--- config.mk ---
export PLATFORM = sky130hd
export DESIGN_NAME = onehot_event_logger_flat
export DESIGN_NICKNAME = d
export VERILOG_FILES = /design/src/rtl/onehot_logger_pkg.sv /design/src/rtl/onehot_event_logger_if.sv /design/src/rtl/logger_fifo.sv /design/src/rtl/onehot_event_logger.sv /design/src/flat_wrapper.sv
export SDC_FILE = /design/constraint.sdc
export NUM_CORES = 1
export LEC_CHECK = 0
export ABC_CLOCK_PERIOD_IN_PS = 2800
export BUFFER_PORTS_ARGS = -buffer_cell sky130_fd_sc_hd__buf_4
export CAP_MARGIN = 40
export CORE_AREA = 2 2 49 96
export CTS_BUF_LIST = sky130_fd_sc_hd__clkbuf_8 sky130_fd_sc_hd__clkbuf_16
export DETAILED_ROUTE_END_ITERATION = 10
export DIE_AREA = 0 0 51 98
export HOLD_SLACK_MARGIN = 0.08
export PLACE_DENSITY = 0.73
export SLEW_MARGIN = 20
export SYNTH_ARGS = -nofsm -noshare
export SYNTH_HDL_FRONTEND = slang
export SYNTH_HIERARCHICAL = 1
export SYNTH_SLANG_ARGS = --single-unit
--- constraint.sdc ---
create_clock -name clock -period 2.8 [get_ports clock]
set_clock_uncertainty 0.2 [all_clocks]
set_input_delay 0.14 -clock clock [delete_from_list [all_inputs] [get_ports clock]]
set_output_delay 0.14 -clock clock [all_outputs]
set_load 0.01 [all_outputs]
--- src/rtl/onehot_logger_pkg.sv ---
// onehot_logger_pkg: shared widths, entry layout and the vector encoder for onehot_event_logger
package onehot_logger_pkg;
    localparam int CODE_W = 3;
    localparam int STAMP_W = 8;
    localparam int VEC_W = 8;
    typedef struct packed {
        logic [CODE_W-1:0]  code;
        logic               err;
        logic [STAMP_W-1:0] stamp;
    } entry_t;
    function automatic logic [CODE_W:0] encode(input logic [VEC_W-1:0] v);
        logic [CODE_W-1:0] code;
        code = '0;
        for (int i = VEC_W - 1; i >= 0; i--)
            if (v[i]) code = CODE_W'(i);
        return {code, $countones(v) != 1};
    endfunction
endpackage

--- src/rtl/onehot_event_logger_if.sv ---
// onehot_event_logger_if: FWFT head-entry stream from the logger to its consumer
interface onehot_event_logger_if;
    import onehot_logger_pkg::*;
    logic                 out_valid;
    logic                 out_ready;
    logic [CODE_W-1:0]    out_code;
    logic                 out_err;
    logic [STAMP_W-1:0]   out_stamp;
    modport master (output out_valid, out_code, out_err, out_stamp, input out_ready);
    modport slave (input out_valid, out_code, out_err, out_stamp, output out_ready);
endinterface

--- src/rtl/logger_fifo.sv ---
// logger_fifo: first-word-fall-through FIFO with occupancy output; head reads as zero while empty
module logger_fifo #(
    parameter int W = 4,
    parameter int DEPTH = 4
) (
    input  logic                  clock,
    input  logic                  reset,
    input  logic                  push,
    input  logic                  pop,
    input  logic [W-1:0]          din,
    output logic [W-1:0]          dout,
    output logic [$clog2(DEPTH):0] level
);
    localparam int AW = $clog2(DEPTH);
    localparam logic [AW:0] FULL = (AW+1)'(DEPTH);
    logic [W-1:0] mem_q [DEPTH];
    logic [AW-1:0] wr_q, wr_d, rd_q, rd_d;
    logic [AW:0] level_q, level_d;
    logic do_push, do_pop;
    always_comb begin
        do_pop = pop && level_q != '0;
        do_push = push && (level_q != FULL || do_pop);
        wr_d = wr_q + AW'(do_push);
        rd_d = rd_q + AW'(do_pop);
        level_d = level_q + (AW+1)'(do_push) - (AW+1)'(do_pop);
    end
    always_ff @(posedge clock or posedge reset) begin
        if (reset) begin
            wr_q <= '0;
            rd_q <= '0;
            level_q <= '0;
        end else begin
            wr_q <= wr_d;
            rd_q <= rd_d;
            level_q <= level_d;
        end
    end
    always_ff @(posedge clock)
        if (do_push) mem_q[wr_q] <= din;
    assign dout = level_q != '0 ? mem_q[rd_q] : '0;
    assign level = level_q;
endmodule

--- src/rtl/onehot_event_logger.sv ---
// onehot_event_logger: logs changes of a one-hot vector into a FIFO; define ONEHOT_LOGGER_TIMESTAMP_EN for timestamps
module onehot_event_logger
    import onehot_logger_pkg::*;
#(
    parameter int DEPTH = 4
) (
    input  logic                   clock,
    input  logic                   reset,
    input  logic [VEC_W-1:0]       in_data,
    onehot_event_logger_if.master  out_if,
    output logic [$clog2(DEPTH):0] level,
    output logic                   overflow,
    input  logic                   clr_ovf,
    output logic [7:0]             drop_cnt
);
    localparam int AW = $clog2(DEPTH);
    logic [VEC_W-1:0] prev_q, prev_d;
    logic overflow_q, overflow_d;
    logic [7:0] drop_q, drop_d;
    logic event_hit, full, pop, drop;
    entry_t head;
`ifdef ONEHOT_LOGGER_TIMESTAMP_EN
    localparam int W = $bits(entry_t);
    logic [STAMP_W-1:0] cnt_q, cnt_d;
    logic [W-1:0] din, dout;
    always_comb cnt_d = cnt_q + 1'b1;
    always_ff @(posedge clock or posedge reset)
        if (reset) cnt_q <= '0;
        else cnt_q <= cnt_d;
    assign din = {encode(in_data), cnt_q};
    assign head = dout;
`else
    localparam int W = CODE_W + 1;
    logic [W-1:0] din, dout;
    assign din = encode(in_data);
    assign head = {dout, STAMP_W'(0)};
`endif
    always_comb begin
        prev_d = in_data;
        event_hit = in_data != prev_q;
        pop = out_if.out_valid && out_if.out_ready;
        full = level == (AW+1)'(DEPTH);
        drop = event_hit && full && !pop;
        overflow_d = clr_ovf ? 1'b0 : overflow_q | drop;
        drop_d = clr_ovf ? '0 : drop_q + 8'(drop && drop_q != 8'hff);
    end
    always_ff @(posedge clock or posedge reset) begin
        if (reset) begin
            prev_q <= '0;
            overflow_q <= 1'b0;
            drop_q <= '0;
        end else begin
            prev_q <= prev_d;
            overflow_q <= overflow_d;
            drop_q <= drop_d;
        end
    end
    logger_fifo #(.W(W), .DEPTH(DEPTH)) u_fifo (
        .clock (clock),
        .reset (reset),
        .push  (event_hit),
        .pop   (pop),
        .din   (din),
        .dout  (dout),
        .level (level)
    );
    assign out_if.out_valid = level != '0;
    assign out_if.out_code = head.code;
    assign out_if.out_err = head.err;
    assign out_if.out_stamp = head.stamp;
    assign overflow = overflow_q;
    assign drop_cnt = drop_q;
endmodule

--- src/flat_wrapper.sv ---
// flat-port wrapper written by rule: the top's interface ports become plain ports
module onehot_event_logger_flat import onehot_logger_pkg::*;
#(
    parameter int DEPTH = 4
)
  (clock, reset, in_data, level, overflow, clr_ovf, drop_cnt, out_if_out_valid, out_if_out_code, out_if_out_err, out_if_out_stamp, out_if_out_ready);
  onehot_event_logger_if out_if_i ();
  input  logic clock;
  input  logic reset;
  input  logic [VEC_W-1:0] in_data;
  output logic [$clog2(DEPTH):0] level;
  output logic overflow;
  input  logic clr_ovf;
  output logic [7:0] drop_cnt;
  output wire logic [$bits(out_if_i.out_valid)-1:0] out_if_out_valid;
  output wire logic [$bits(out_if_i.out_code)-1:0] out_if_out_code;
  output wire logic [$bits(out_if_i.out_err)-1:0] out_if_out_err;
  output wire logic [$bits(out_if_i.out_stamp)-1:0] out_if_out_stamp;
  input wire logic [$bits(out_if_i.out_ready)-1:0] out_if_out_ready;
  assign out_if_out_valid = out_if_i.out_valid;
  assign out_if_out_code = out_if_i.out_code;
  assign out_if_out_err = out_if_i.out_err;
  assign out_if_out_stamp = out_if_i.out_stamp;
  assign out_if_i.out_ready = out_if_out_ready;
  onehot_event_logger #(.DEPTH(DEPTH)) u_core (.clock(clock), .reset(reset), .in_data(in_data), .out_if(out_if_i), .level(level), .overflow(overflow), .clr_ovf(clr_ovf), .drop_cnt(drop_cnt));
endmodule
# Yosys cells after proc, flatten, opt, wreduce, memory -nomap -nowiden
# Memories as Yosys holds them, arrays and structs flattened.
# Cells that the tools add are included.
# word_totals
reg_bits,24
ramBits,16
in_bits,12
out_inout_bits,25
elab_cells,47
memories,1
# mem_list
name,words,word_bits,rd,rd_clocked_by_memory_dff,wr,line,source
u_core.u_fifo.mem_q,4,4,1,0,1,logger_fifo.sv:16,logic [W-1:0] mem_q [DEPTH];
# classes
add_sub_neg,12
eq_ne,5
mux,13
bitwise_logic,1
n_reduce_logical,9
# ops
op,n
32-bit adder,3
32-bit by 2-bit != test with 1-bit output (second input constant),1
3-bit 2-to-1 mux,8
1-bit by 1-bit adder with 2-bit output,4
8-bit by 1-bit adder with 8-bit output,1
8-bit 2-to-1 mux,1
8-bit != test,1
8-bit != test (second input constant),1
1-bit logical AND,6
2-bit by 1-bit adder with 2-bit output,2
4-bit 2-to-1 mux,1
3-bit by 1-bit adder with 3-bit output,1
3-bit == test (second input constant),1
1-bit 2-to-1 mux,3
3-bit != test (second input constant),1
3-bit nonzero test,1
3-bit by 1-bit subtractor with 3-bit output,1
1-bit zero test,1
1-bit logical OR,1
1-bit OR,1

# Longest topological paths before layout
# depth
depth_word,8
ltp_mapped,11
mapped_depth_nobuf,11

# By module
# The synthesis kept the hierarchy.
# by_module_without_submodules
module,instances,cells_each,area_each_um2,seq_area_each_um2
onehot_event_logger,1,103,1071.0,425.4
logger_fifo,1,53,993.5,655.6

# Least setup slack after synthesis
# No wires, ideal clock.
# synth_path
kind,input-to-reg
start,input in_data[0]
end,memory u_core.u_fifo.mem_q[0][0] (data pin)
setup_ns,0.277
arrival_ns,2.624
required_time_ns,2.323
slack_ns,-0.302
stages,11
n_path_buf,0
cell_sequence,inv_1 -> fa_1 -> fa_1 -> fa_1 -> inv_1 -> ha_1 -> inv_1 -> fa_1 -> a211oi_1 -> mux2_2 -> nand3_1
# synth_between
elab_chain_len,4
# synth_lines
element,line,source
"start, declared",flat_wrapper.sv:10,input logic [VEC_W-1:0] in_data;
1-bit by 1-bit adder with 2-bit output (not written as such),onehot_logger_pkg.sv:16,"return {code, $countones(v) != 1};"
32-bit adder (not written as such) (2 in a row),onehot_logger_pkg.sv:16,
32-bit by 2-bit != test with 1-bit output,onehot_logger_pkg.sv:16,
net u_core.din[0],onehot_event_logger.sv:34,"logic [W-1:0] din, dout;"
"end, declared",logger_fifo.sv:16,
# The timed path passes the listed nets, and every way through them passes these cells.

# Worst setup path in the final report
# layout_path
start,input in_data[3]
end,memory u_core.u_fifo.mem_q[1][0] (data pin)
# Same word-level chain as after synthesis.

==> flow_summary.toml <==
[drt]
wl_per_cell_um = 15.1
route.detailed.drc = 0
route.vias.total = 1382
drt-total-wl_um = 4120
vias_per_cell = 5.06
dr.first_iter.drc_count = 22
dr.pass1.iters = 4
ant_nets = 0

[cells_and_area]
final_nets = 244
fillers = 328
multiInputGateArea_um2 = 917
area_delta_synth_final_pct = 32.4
drive_gt1_share_pct = 33.3
finish.utilization_pct = 63.6
ff_latch_area_um2 = 1080
antenna_cells = 0

[die]
top_level_ports = 37
die_y_um = 98
die_w_um = 51
core_area_um2 = 4300
fp-row-count = 34
start_util_pct = 48.0
design.die.area_um2 = 5000

[synth]
seq_area_frac_synth_pct = 52.4
syn_area_um2 = 2060
async_reset_ff_share_pct = 60.0
postSynthCellCount = 156
syn_avg_cell_area_um2 = 13.2
ys.flop_type = "dfrtp_1"
synth_top_area_share_pct = 29.1
yosysMostFrequentCell = "dfrtp_1"
yosys-top-cells-count = "24 x dfrtp_1, 18 x inv_1, 16 x edfxtp_1, 16 x xor2_1, 9 x ha_1"
yosys_register_bits = 40
synth_edf_count = 16
synth_area_leaders = "dfrtp_1 29%, edfxtp_1 23%, xor2_1 6.8%"
yosys_warnings = 6
synth_top_cell_by_area = "dfrtp_1"
synth_cell_type_count = 38

[cts]
cts.sinks = 40
cts_buffer_depth = 2
htree_levels = 2
cts_made_buffers = 5
root_buffer = "clkbuf_8"
cts_tree = "done"
clk-insertion-delay-late_ns = 0.29
clk_pin_slew_ns = 0.07

[critical_path]
worstPathRequired_ns = 2.63
rr_endpoint = "u_core/u_fifo/level[2]$_DFF_PP0_"
start_kind = "primary input"
startpoint = "in_data[3]"
endpoint = "u_core/u_fifo/mem_q[1][0]$_DFFE_PP_"
rrSetupSlack_ns = 0.12
reg2regPathDepth = 10
path_class = "in -> reg"
arrival_ns = 2.80
timing.rr.start = "u_core/u_fifo/level[2]$_DFF_PP0_"
critPathMaxFanout = 4
endpoint_kind = "flop"

[grt]
grt_max_degree = 18
grt_pass1_wl_um = 6730
grt_usage_pct = 18.3
first_global_vias = 1499
antenna_found_initial = 0
gr-total-overflow = 0

[timing]
worst_slack_ns = -0.169
worstMarginPinSlew_ns = 0.656
fin_crit_sh_pct = 106
min_period_ns = 2.97
final-max-slew-violation-count = 0
tns_ns = -0.657
fmax_mhz = 337
rsz0062_at_grt = "yes"
setup_viol = 4
final_hold_viol_count = 0
timing.slew.headroom_pct = 56.2
holdWs_ns = 0.124

[placed_design]
dp.final_hpwl_um = 3110
place_congestion = 0.888
io_buffers = 28
place_ws_ns = -0.545

[power]
ir_worst_vdd_v = 0.000516
cellLeakagePower_uw = 0.00126
powerDensity_nw_per_um2 = 826
finalPower_uw = 2260

[outcome]
status = "complete, but fails checks"
violations = "negative setup slack"

[min_path]
min_path_type = "in -> reg"

[job]
maxCapViolations = 0
[state kept, by name, indices dropped and copies added, names as in the netlist]
| signal | cells |
|---|---|
| u_core/drop_cnt | 8 |
| u_core/overflow | 1 |
| u_core/prev_q | 8 |
| u_core/u_fifo/level | 3 |
| u_core/u_fifo/mem_q | 16 |
| u_core/u_fifo/rd_q | 2 |
| u_core/u_fifo/wr_q | 2 |
[cells in the final DEF (no fill, tap or decap), drive strengths merged, types with 4 or more instances in the layout]
cell type	instances
and2	6
buf	47
clkbuf	6
conb	8
dfrtp	24
dlygate4sd3	10
edfxtp	16
fa	5
ha	9
inv	19
mux4	4
nand3	5
nor2	7
nor2b	4
xor2	16
[power by group]
part           internal (uW)  switching (uW)  leakage [uW]
Sequential               789            81.4      0.000446
Combinational            480             398      0.000743
Clock                    317             193     0.0000677
[cell type report]
type | instances | share of cell area (%)
Multi-Input combinational cell | 96 | 33.5
Clock buffer | 6 | 3.43
Inverter | 18 | 2.84
Clock inverter | 2 | 1.24
Timing Repair Buffer | 57 | 16.8
Sequential cell | 40 | 39.6
Tap cell | 54 | 2.47
[cell families (layout without fill, tap and decap cells)]
| logic type | Yosys count | count (layout) | share of synthesized area (%) |
|---|---|---|---|
| simple gates | 43 | 43 | 14.7 |
| flops | 40 | 40 | 52.4 |
| buf+inv | 27 | 83 | 6.36 |
| xor+xnor | 18 | 18 | 7.64 |
| fa+ha+maj | 14 | 14 | 10.3 |
| compound gates | 8 | 8 | 2.85 |
| mux | 5 | 5 | 5.64 |
| other cells | 1 | 8 | 0.182 |
[stage by stage]
step           std cells  area, um^2
4_1_cts              269        2700
3_5_place_dp         248        2430
6_report             273        2730
2_1_floorplan        163        2130
3_3_place_gp         248        2430
5_1_grt              273        2730
[per-layer routing]
metal  GRT usage [%]  part of all wire [%]
met1            17.5                    33
met2            34.4                    61
met3            3.98                   2.5
met4            9.15                   3.3
met5               0                     0
[worst max-delay path, stage by stage]
cell      delay (ns)
buf_8           0.09
inv_8           0.03
fa_1            0.56
fa_1            0.44
fa_1            0.44
inv_1           0.08
ha_2            0.19
inv_2           0.04
fa_2            0.35
a211oi_2        0.17
mux2_4          0.19
nand3_4         0.08
[worst min path at each step]
stage	start	end	slack (ns)	depth (start not counted)
floorplan	reset	u_core/u_fifo/level[0]$_DFF_PP0_	-0.26	1
global placement	reset	u_core/u_fifo/wr_q[1]$_DFF_PP0_	-0.1	2
detailed placement	reset	u_core/u_fifo/rd_q[0]$_DFF_PP0_	-0.09	2
CTS	in_data[1]	u_core/u_fifo/mem_q[1][1]$_DFFE_PP_	0.10	3
global route	out_if_out_ready	u_core/overflow$_DFF_PP0_	0.13	4
finish	out_if_out_ready	u_core/overflow$_DFF_PP0_	0.12	4
[timing repair]
action / CTS / global route
buffers inserted: 3 / 4
hold endpoints to repair: 41 / 0
pin swaps: 1 / 2
hold buffers: 10 / 0
resized for setup: 3 / 3
endpoints found under the setup margin: 4 / 5
No activity file was read; power rests on OpenSTA's default activity.
